## src/rtl/bs_pkg.sv

```systemverilog
// Shared definitions for the bit-serial ALU: op codes used by the control
// decoder and the sequencer, plus the sequencer state encoding.
package bs_pkg;

  localparam logic [2:0] OP_ADD  = 3'b000;
  localparam logic [2:0] OP_SUB  = 3'b001;
  localparam logic [2:0] OP_XOR  = 3'b010;
  localparam logic [2:0] OP_AND  = 3'b011;
  localparam logic [2:0] OP_OR   = 3'b100;
  localparam logic [2:0] OP_SLLI = 3'b101;
  localparam logic [2:0] OP_SRLI = 3'b110;

  typedef enum logic [1:0] {
    ST_IDLE = 2'd0,
    ST_PRE  = 2'd1,
    ST_RUN  = 2'd2,
    ST_DONE = 2'd3
  } seq_state_e;

  // The unused code 3'b111 behaves exactly like ADD.
  function automatic logic [2:0] normalize_op(input logic [2:0] op);
    return (op == 3'b111) ? OP_ADD : op;
  endfunction

  function automatic logic is_arith(input logic [2:0] op);
    return (op == OP_ADD) || (op == OP_SUB);
  endfunction

endpackage

```

## src/rtl/serial_sequencer_bit_counter.sv

```systemverilog
// IW-bit up-counter with synchronous clear, count enable and a terminal-count
// compare; shared by the PRE alignment and RUN bit phases.
module bit_counter #(
  parameter int IW = 3
) (
  input  logic          clk,
  input  logic          rst,
  input  logic          clr_i,
  input  logic          en_i,
  input  logic [IW-1:0] tc_val_i,
  output logic [IW-1:0] count_o,
  output logic          tc_o
);

  logic [IW-1:0] count_q;

  always_ff @(posedge clk or posedge rst) begin
    if (rst) begin
      count_q <= '0;
    end else if (clr_i) begin
      count_q <= '0;
    end else if (en_i) begin
      count_q <= count_q + IW'(1);
    end
  end

  assign count_o = count_q;
  assign tc_o    = (count_q == tc_val_i);

endmodule

```

## src/rtl/serial_sequencer.sv

```systemverilog
// Cycle-level sequencer for the bit-serial ALU: steps one LSB-first operation,
// producing shift/zero-fill strobes, the running carry and the C/Z flags.
module serial_sequencer
  import bs_pkg::*;
#(
  parameter  int WIDTH = 8,
  localparam int IW    = $clog2(WIDTH)
) (
  input  logic          clk,
  input  logic          rst,
  input  logic          start,
  input  logic [2:0]    alu_op,
  input  logic [IW-1:0] shamt,
  input  logic          carry_in,
  input  logic          res_bit,
  output logic          busy,
  output logic          done,
  output logic          opnd_shift_en,
  output logic          res_shift_en,
  output logic          res_zero,
  output logic          invert_b,
  output logic          carry_q,
  output logic [IW-1:0] bit_idx,
  output logic          flag_c,
  output logic          flag_z
);

  seq_state_e    state_q;
  logic [2:0]    op_q;
  logic [IW-1:0] shamt_q;

  logic [2:0]    start_op;
  logic          in_pre;
  logic          in_run;
  logic          cnt_clr;
  logic          cnt_en;
  logic          cnt_tc;
  logic [IW-1:0] cnt;
  logic [IW-1:0] cnt_tc_val;
  logic [IW:0]   srli_limit;

  assign start_op = normalize_op(alu_op);
  assign in_pre   = (state_q == ST_PRE);
  assign in_run   = (state_q == ST_RUN);

  // The counter is parked at zero in IDLE and recleared between PRE and RUN.
  assign cnt_clr    = (state_q == ST_IDLE) || (in_pre && cnt_tc);
  assign cnt_en     = in_pre || in_run;
  assign cnt_tc_val = in_pre ? (shamt_q - IW'(1)) : IW'(WIDTH - 1);

  bit_counter #(.IW(IW)) u_bit_counter (
    .clk      (clk),
    .rst      (rst),
    .clr_i    (cnt_clr),
    .en_i     (cnt_en),
    .tc_val_i (cnt_tc_val),
    .count_o  (cnt),
    .tc_o     (cnt_tc)
  );

  always_ff @(posedge clk or posedge rst) begin
    if (rst) begin
      state_q <= ST_IDLE;
      op_q    <= OP_ADD;
      shamt_q <= '0;
      carry_q <= 1'b0;
      flag_c  <= 1'b0;
      flag_z  <= 1'b1;
    end else begin
      case (state_q)
        ST_IDLE: begin
          if (start) begin
            op_q    <= start_op;
            shamt_q <= shamt;
            carry_q <= (start_op == OP_SUB);
            flag_c  <= 1'b0;
            flag_z  <= 1'b1;
            state_q <= ((start_op == OP_SRLI) && (shamt != '0)) ? ST_PRE : ST_RUN;
          end
        end
        ST_PRE: begin
          if (cnt_tc) begin
            state_q <= ST_RUN;
          end
        end
        ST_RUN: begin
          if (is_arith(op_q)) begin
            carry_q <= carry_in;
            if (cnt_tc) begin
              flag_c <= carry_in;
            end
          end
          if (res_bit) begin
            flag_z <= 1'b0;
          end
          if (cnt_tc) begin
            state_q <= ST_DONE;
          end
        end
        ST_DONE: begin
          state_q <= ST_IDLE;
        end
        default: begin
          state_q <= ST_IDLE;
        end
      endcase
    end
  end

  // WIDTH fits in IW+1 bits, so the SRLI fill boundary never overflows.
  assign srli_limit = (IW + 1)'(WIDTH) - {1'b0, shamt_q};

  always_comb begin
    res_zero = 1'b0;
    if (in_run) begin
      if (op_q == OP_SLLI) begin
        res_zero = (cnt < shamt_q);
      end else if (op_q == OP_SRLI) begin
        res_zero = ({1'b0, cnt} >= srli_limit);
      end
    end
  end

  assign busy          = in_pre || in_run;
  assign done          = (state_q == ST_DONE);
  assign res_shift_en  = in_run;
  assign opnd_shift_en = in_pre || (in_run && !((op_q == OP_SLLI) && res_zero));
  assign invert_b      = in_run && (op_q == OP_SUB);
  assign bit_idx       = in_run ? cnt : '0;

endmodule

```

## config.mk

```make
export PLATFORM = sky130hd
export DESIGN_NAME = serial_sequencer
export DESIGN_NICKNAME = d
export VERILOG_FILES = /design/src/rtl/bs_pkg.sv /design/src/rtl/serial_sequencer_bit_counter.sv /design/src/rtl/serial_sequencer.sv
export SDC_FILE = /design/constraint.sdc
export NUM_CORES = 1
export LEC_CHECK = 0
export CAP_MARGIN = 20
export CORE_UTILIZATION = 51
export CTS_BUF_LIST = sky130_fd_sc_hd__clkbuf_8
export DETAILED_ROUTE_END_ITERATION = 8
export PLACE_DENSITY = 0.89
export SLEW_MARGIN = 20
export SYNTH_ARGS = -nofsm -noshare
export SYNTH_HDL_FRONTEND = slang
export SYNTH_HIERARCHICAL = 1
export SYNTH_SLANG_ARGS = --single-unit
```

## constraint.sdc

```tcl
create_clock -name clk -period 2.1 [get_ports clk]
set_clock_uncertainty 0.1 [all_clocks]
set_input_delay 0.42 -clock clk [delete_from_list [all_inputs] [get_ports clk]]
set_output_delay 0.42 -clock clk [all_outputs]
set_load 0.02 [all_outputs]
```

==> results of run 1 <==
-- report_power, final --
part / internal, mW / switching, mW / total, mW
combinational: 0.915 / 0.977 / 1.89
sequential: 0.403 / 0.148 / 0.551
clock: 0.167 / 0.107 / 0.274
-- how the worst max path moves through the flow --
stage	start	endpoint	slack [ps]	depth (start not counted)
floorplan	state_q[0]	invert_b	10	5
global placement	shamt_q[0]	res_zero	-400	9
detailed placement	shamt_q[0]	res_zero	-480	9
CTS	shamt_q[0]	res_zero	-270	9
global route	shamt_q[1]	res_zero	-370	9
finish	shamt_q[1]	res_zero	-300	9
-- kinds of logic after synthesis --
| logic type | Yosys count | synth area share (%) |
|---|---|---|
| xor gates and xnor gates | 5 | 4.33 |
| muxes | 4 | 4.33 |
| adders and majority gates | 12 | 14.9 |
| AOI/OAI and AO/OA | 26 | 17.3 |
| buffers and inverters | 13 | 5.57 |
| and+or+nand+nor | 36 | 18.8 |
| DFF | 14 | 34.8 |
-- state kept, by name (all words and copies together) (netlist names) --
name / count
carry_q: 1
flag_c: 1
flag_z: 1
op_q: 3
shamt_q: 3
state_q: 2
u_bit_counter/count_o: 3
-- worst register-to-register path: cells and delay by family, from the launching register on --
family                   cells  cell delay, ps
adder cells (fa/ha/maj)      1             220
buffers and inverters        3             320
AO/OA/AOI/OAI                2             340
XOR/XNOR                     1             240
AND/OR/NAND/NOR              3             440
flip-flops                   1             420
-- cell type report --
class,instances,area (um^2),share of cell area (%)
inverters,12,45.0,2.92
flip-flops and latches,14,353,22.9
well taps,25,31.3,2.03
repair buffers,43,374,24.2
clock buffers,4,55.1,3.57
multi-input cells,83,686,44.4
-- cells in the final DEF (no fill, tap or decap), drive strengths merged, types with 2 or more instances in the layout --
cell type	Yosys	layout
clkdlybuf4s50	0	14
nor2b	2	2
dfrtp	13	13
clkdlybuf4s15	0	2
nor3	2	2
o21ai	9	9
buf	1	25
mux2	3	3
clkbuf	0	4
o22ai	3	3
nor4b	2	2
and2	2	2
a22o	2	2
nand2	17	17
nor2	6	6
a21o	2	2
inv	12	12
xor2	4	4
ha	12	12
a21oi	7	7
dlygate4sd2	0	2
-- repair_timing --
action                                  in CTS  in global routing
gates cloned                                 0                  0
endpoints found under the setup margin      10                  9
pin swaps                                    5                  2
resized for setup                           37                  9
buffers inserted                             2                  2
-- through the flow --
| step | power (mW) | hold slack, ps | utilization [%] |
|---|---|---|---|
| 2_1_floorplan | 1.44 | 73.6 | - |
| 3_3_place_gp | 1.98 | 371 | 77.9 |
| 3_5_place_dp | 2.06 | 385 | 77.9 |
| 4_1_cts | 2.44 | 285 | 83.8 |
| 5_1_grt | 2.85 | 291 | 86.6 |
| 6_report | 2.72 | 281 | 86.6 |
-- routing by layer --
layer / part of all wire, % / GRT usage (%) / vias up
li1: - / - / 469
met1: 39 / 33.8 / 526
met2: 52 / 52.5 / 63
met3: 6.0 / 5.49 / 11
met4: 2.3 / 15.9 / 0
met5: 0 / 0 / -
==> impl_results.md, run 1 <==
- Sink count of the clock tree: 14
- Synthesized netlist cell count: 110
- Crit path required time: about 1600 ps
- Root buf cell: clkbuf_8
- Max Slew Vio Count: 0
- Cell taking the most area after synthesis: dfrtp_1
- First-pass detailed-route iteration total: 4
- Routed Antenna Nets: 0
- Worst Path Buf+Inv: 2
- Vias per cell: 5.91
- # rows: 15
- Final-report hold violation count: 0
- CTS clk-pin slew, worst paths: approximately 60 ps
- Setup TNS: -537 ps
- FF+latch count, synth: 14
- PwrDens: 1760 nW/um^2
- DR vias: 1069
- Diode count: 0
- Die height: 46.5 um
- DP Worst Slack: -477 ps
- Hold Path Class: input pin to async pin
- R2R Setup Slk: -50 ps
- Crit-path most repeated cell: ha_4
- Async S/R FF share, synth: 100%
- Least-Margin Pin Slew: 463 ps
- Outcome: finished with violations
- Vias in the first global route: 966
- Failing checks: negative setup slack
- WL per Instance: ~18 um
- Top delay family on crit path: adder cells
- Critical Path, Cell by Cell: inv_2, ha_4, xor2_4, ha_4, nand2_1, o21ai_2, o311ai_1, a21oi_2, buf_4
- Clock latency on the worst-skew pair: 250 ps
- Core area: between 1500 and 2000 um^2
- Final-report setup violation count: 4
- Placed instance count: 173
- Cell area after synthesis: between 1000 and 1500 um^2
- Initial antenna violation count: 0
- Crit path max fanout: 2
- CTS Buffer Depth: 2
- Total wire length: 3290 um
- Reg2Reg Depth: 10
- Die outline area: 2160 um^2
- H-tree levels: 1
- Setup crit start kind: flip-flop
- TritonCTS Buffers: 3
- PortBufs: 22
- Fillers: 88
- Final nets: 180
- GPL Wtd Cong: 0.929
- Final WS setup: -302 ps
- Period utilisation layout: 114%
- Share of the synthesized area in the top cell type: 32.2%
- Sequential cell area fraction in the yosys report: between 30% and 40%
- RR Endpoint: state_q[0]
- RSZ-0062 raised after global routing: true
- FMAX: roughly 0.42 GHz
- Peak VDD IR: 0.00126 V
- DRC: 0
- Avg Cell Area, Syn: 9.19 um^2
- Fin cells: 181
- Crit Path Category: flip-flop to output port
- Ys flop type: dfrtp_1
- Initial Util: 56.7%
- Hold_buf cts: 0
- Post-Syn Nets: 133
- CTS tree: yes
- Die Wd: 46.5 um
- Largest net degree at the start of global routing: 12
- Max-cap violations: 0
- Worst flop-to-flop path startpoint: state_q[1]
- Total GRT Usage: 30.0%
- Crit path arrival time: 1880 ps
- Post-Layout Inst Area: 1540 um^2
- Minimum clock period after layout: 2400 ps
- YS warnings: 6
- CP max-delay cell: dfrtp_1
- Gr ovfl total: 0
- Area Growth Syn to Fin: 52.7%
- P_leak: 0.713 nW
- Detailed placement HPWL: 1910 um
- Top-Level Pins: 23
- Worst setup EP type: output port
- Layout cell share with drive strength beyond 1: 38.5%
- Detailed Route Iter0 Violations: 46
- Post-synth EDFFs: 0
- Crit path largest cell delay: 370 ps
- Commonest cells post-synth: nand2_1 (16), dfrtp_1 (13), ha_1 (12), inv_1 (12), o21ai_0 (7)
- Post-synthesis cell type count: 33
- Worst slew margin: between 60% and 70%
- DP Area: 1390 um^2
- Top post-synthesis cells by area: dfrtp_1 (32%), ha_1 (15%), nand2_1 (5.9%)
- Most frequent cell after synthesis: nand2_1
- First-pass GRT wire length: 4410 um
Note: power is estimated with default switching activity, not from simulation.
==> run 2, diff against run 1 <==
Settings changed: GPL_TIMING_DRIVEN set to 1.
==> results of run 2 <==
Same layout as run 1: the final DEF is identical, and so are final timing and power.
==> run 3, diff against run 2 <==
Settings changed: CORE_UTILIZATION 51 to 52, PLACE_DENSITY 0.89 to 0.88, SYNTH_HIERARCHICAL 1 to not set.
==> run 3 against run 2 <==
  * The run still ends with negative setup slack left
  * Synthesized area up 7.2%
  * Maximum frequency down 12%
  * Worst setup slack worse by 320 ps
  * Critical path type unchanged
  * Largest power group unchanged
==> impl_results.md, run 3 <==
- Layout Utilization: 89.7% (+3.1 points)
- Largest net degree at the start of global routing: 15 (+3)
- Crit path arrival time: 2200 ps (+320 ps)
- Fraction of synthesized area in multiplexers: 6.47% (+2.1 points)
- CP max-delay cell: or4_4
- GPL Wtd Cong: 0.909 (-2.1%)
- Top post-synthesis cells by area: dfrtp_1 (30%), ha_1 (15%), nand2_1 (6.9%)
- Die outline area: 2270 um^2 (+4.9%)
- Gr ovfl total: 0 (unchanged)
- Avg Cell Area, Syn: 8.74 um^2 (-4.9%)
- Synthesized netlist cell count: 124 (+13%)
- Sequential cell area fraction in the yosys report: 32.4% (-2.3 points)
- FMAX: 0.367 GHz (-12%)
- Vias per cell: 5.98 (+1.3%)
- Post-synthesis cell type count: 36 (+9.1%)
- Post-Syn Nets: 148 (+11%)
- Outcome: finished with violations
- Top-Level Pins: 23 (unchanged)
- DR vias: 1208 (+13%)
- Die height: 47.6 um (+2.4%)
- Total wire length: 4030 um (+22%)
- Most common cell after layout, fill and taps aside: buf_4
- Period utilisation layout: 130% (+15 points)
- PortBufs: 22 (unchanged)
- Crit path max fanout: 2 (unchanged)
- DP Worst Slack: -776 ps (-299 ps)
- Post-Synth Adder-Cell Area: 15.0% (+0.16 points)
- Least-Margin Pin Slew: 569 ps (+106 ps)
- Post-synth EDFFs: 0 (unchanged)
- Crit path required time: 1580 ps (about the same)
- Initial antenna violation count: 0 (unchanged)
- Detailed placement HPWL: 2380 um (+25%)
- TritonCTS Buffers: 3 (unchanged)
- Final nets: 200 (+11%)
- Crit. path cell count: 9 (unchanged)
- # rows: 16 (+1)
- Post-synthesis xor/xnor area fraction: 3.93% (-0.41 points)
- Failing checks: negative setup slack
- Cell taking the most area after synthesis: dfrtp_1
- Worst setup EP type: output port
- Crit path largest cell delay: 430 ps (+60 ps)
- Total GRT Usage: 34.2% (+4.3 points)
- Initial Util: 55.2% (-1.5 points)
- RSZ-0062 raised after global routing: true
- Cell area after synthesis: 1080 um^2 (+7.2%)
- Peak VDD IR: 0.00140 V (+10%)
- Final WS setup: -624 ps (-322 ps)
- Layout cell share with drive strength beyond 1: 41.1% (+2.7 points)
- Die Wd: 47.6 um (+2.4%)
- Commonest cells post-synth: nand2_1 (20), inv_1 (14), dfrtp_1 (13), ha_1 (13)
- Most used routing layer: met2
- P_leak: 0.799 nW (+12%)
- Post-synthesis compound-gate area fraction: 16.9% (-0.47 points)
- DP Area: 1550 um^2 (+12%)
- First-pass detailed-route iteration total: 4 (unchanged)
- Final-report setup violation count: 3 (-1)
- Routed Antenna Nets: 0 (unchanged)
- Post-Synth Simple-Gate Area: 19.6% (+0.82 points)
- Top delay family on crit path: adder cells
- Ys flop type: dfrtp_1
- Vias in the first global route: 1149 (+19%)
- Core area: 1960 um^2 (+10%)
- Diode count: 0 (unchanged)
- Worst slew margin: 62.0% (-7.1 points)
- GR Util met3: 7.55% (+2.1 points)
- H-tree levels: 1 (unchanged)
- Worst Path Buf+Inv: 3 (+1)
- Share of the synthesized area in the top cell type: 30.0% (-2.2 points)
- PwrDens: 1930 nW/um^2 (+9.8%)
- Reg2Reg Depth: 7 (-3)
- Final-report hold violation count: 0 (unchanged)
- Setup crit start kind: flip-flop
- FF+latch count, synth: 14 (unchanged)
- Post-Layout Inst Area: 1760 um^2 (+14%)
- Hold path cells: 2
- Max-cap violations: 0 (unchanged)
- Crit Path Category: flip-flop to output port
- CTS Buffer Depth: 2 (unchanged)
- Sink count of the clock tree: 14 (unchanged)
- CTS clk-pin slew, worst paths: 60 ps (about the same)
- Critical Path, Cell by Cell: inv_2, ha_4, inv_2, ha_4, a21o_1, a21oi_1, or4_4, a21oi_4, buf_6
- WL per Instance: 19.9 um (+9.6%)
- First-pass GRT wire length: 5200 um (+18%)
- Root buf cell: clkbuf_8
- Most frequent cell after synthesis: nand2_1
- Power, Total: 3.40 mW (+25%)
- Minimum clock period after layout: 2720 ps (+322 ps)
- Detailed Route Iter0 Violations: 42 (-8.7%)
- Async S/R FF share, synth: 100% (unchanged)
- Fillers: 84 (-4.5%)
- DRC: 0 (unchanged)
- Grt met1 use: 38.9% (+5.1 points)
- Area Growth Syn to Fin: 62.4%
- Max Slew Vio Count: 0 (unchanged)
- YS warnings: 0 (-6)
- GR Util met2: 57.8% (+5.3 points)
- Most frequent cells in the layout: buf_4 (24), nand2_1 (20), clkdlybuf4s50_1 (14), dfrtp_1 (11), inv_1 (9)
- CTS tree: yes
- Clock latency on the worst-skew pair: 260 ps (about the same)
- Largest family of logic cells by synthesized area: simple AND/OR/NAND/NOR gates
- Hold slack: 389 ps (+108 ps)
- Hold Path Class: flip-flop to flip-flop
run 3: worst reg2reg max path: stages, from the launching register on:
cell and delay [ps]:
dfrtp_1 400, inv_2 90, ha_4 210, buf_4 150, xnor2_2 190, o2bb2ai_1 110, o311a_2 440, mux2_4 310
run 3: logic make-up after synthesis:
family,after synthesis
buf+inv,16
mux,6
flops,14
xor+xnor,4
fa+ha+maj,13
simple gates,42
compound gates,29
run 3: routing by layer:
metal | part of all wire [%] | vias to the layer above
met5 | 0 | -
met4 | 4.3 | 0
met3 | 8.1 | 23
met2 | 50 | 80
met1 | 37 | 565
li1 | - | 540
run 3: layout make-up:
| class | instances | area [um^2] | area share, % |
|---|---|---|---|
| clock buffers | 4 | 55.1 | 3.13 |
| well taps | 27 | 33.8 | 1.92 |
| inverters | 14 | 52.6 | 2.99 |
| flip-flops and latches | 14 | 354 | 20.1 |
| repair buffers | 49 | 414 | 23.5 |
| multi-input cells | 94 | 850 | 48.3 |
run 3: per-stage QoR:
stage	setup TNS (ps)	cells
finish	-906	202
global route	-1130	202
CTS	-650	200
detailed placement	-1320	193
global placement	-1080	193
floorplan	-269	124
run 3: timing repair:
action | in CTS | in global routing
hold buffers | 0 | 0
resized for setup | 37 | 18
gates cloned | 0 | 0
pin swaps | 4 | 4
setup endpoints to repair | 9 | 9
setup buffers | 3 | 2
run 3: power by group:
part	leakage, nW	switching, mW	internal [mW]	total [mW]
clock network	0.0288	0.108	0.167	0.275
registers	0.170	0.138	0.408	0.546
logic	0.600	1.29	1.28	2.58
run 3: final timing paths:
| check | from | end | slack, ps |
|---|---|---|---|
| setup reg to reg | shamt_q[1] | state_q[0] | -10 |
| hold reg to reg | flag_z | flag_z | 390 |
| max in group asynchronous | rst | shamt_q[0] | 1070 |
| min in group asynchronous | rst | u_bit_counter.count_o[0] | 410 |
| hold / removal | flag_z | flag_z | 390 |
| setup / recovery | shamt_q[1] | res_zero | -620 |
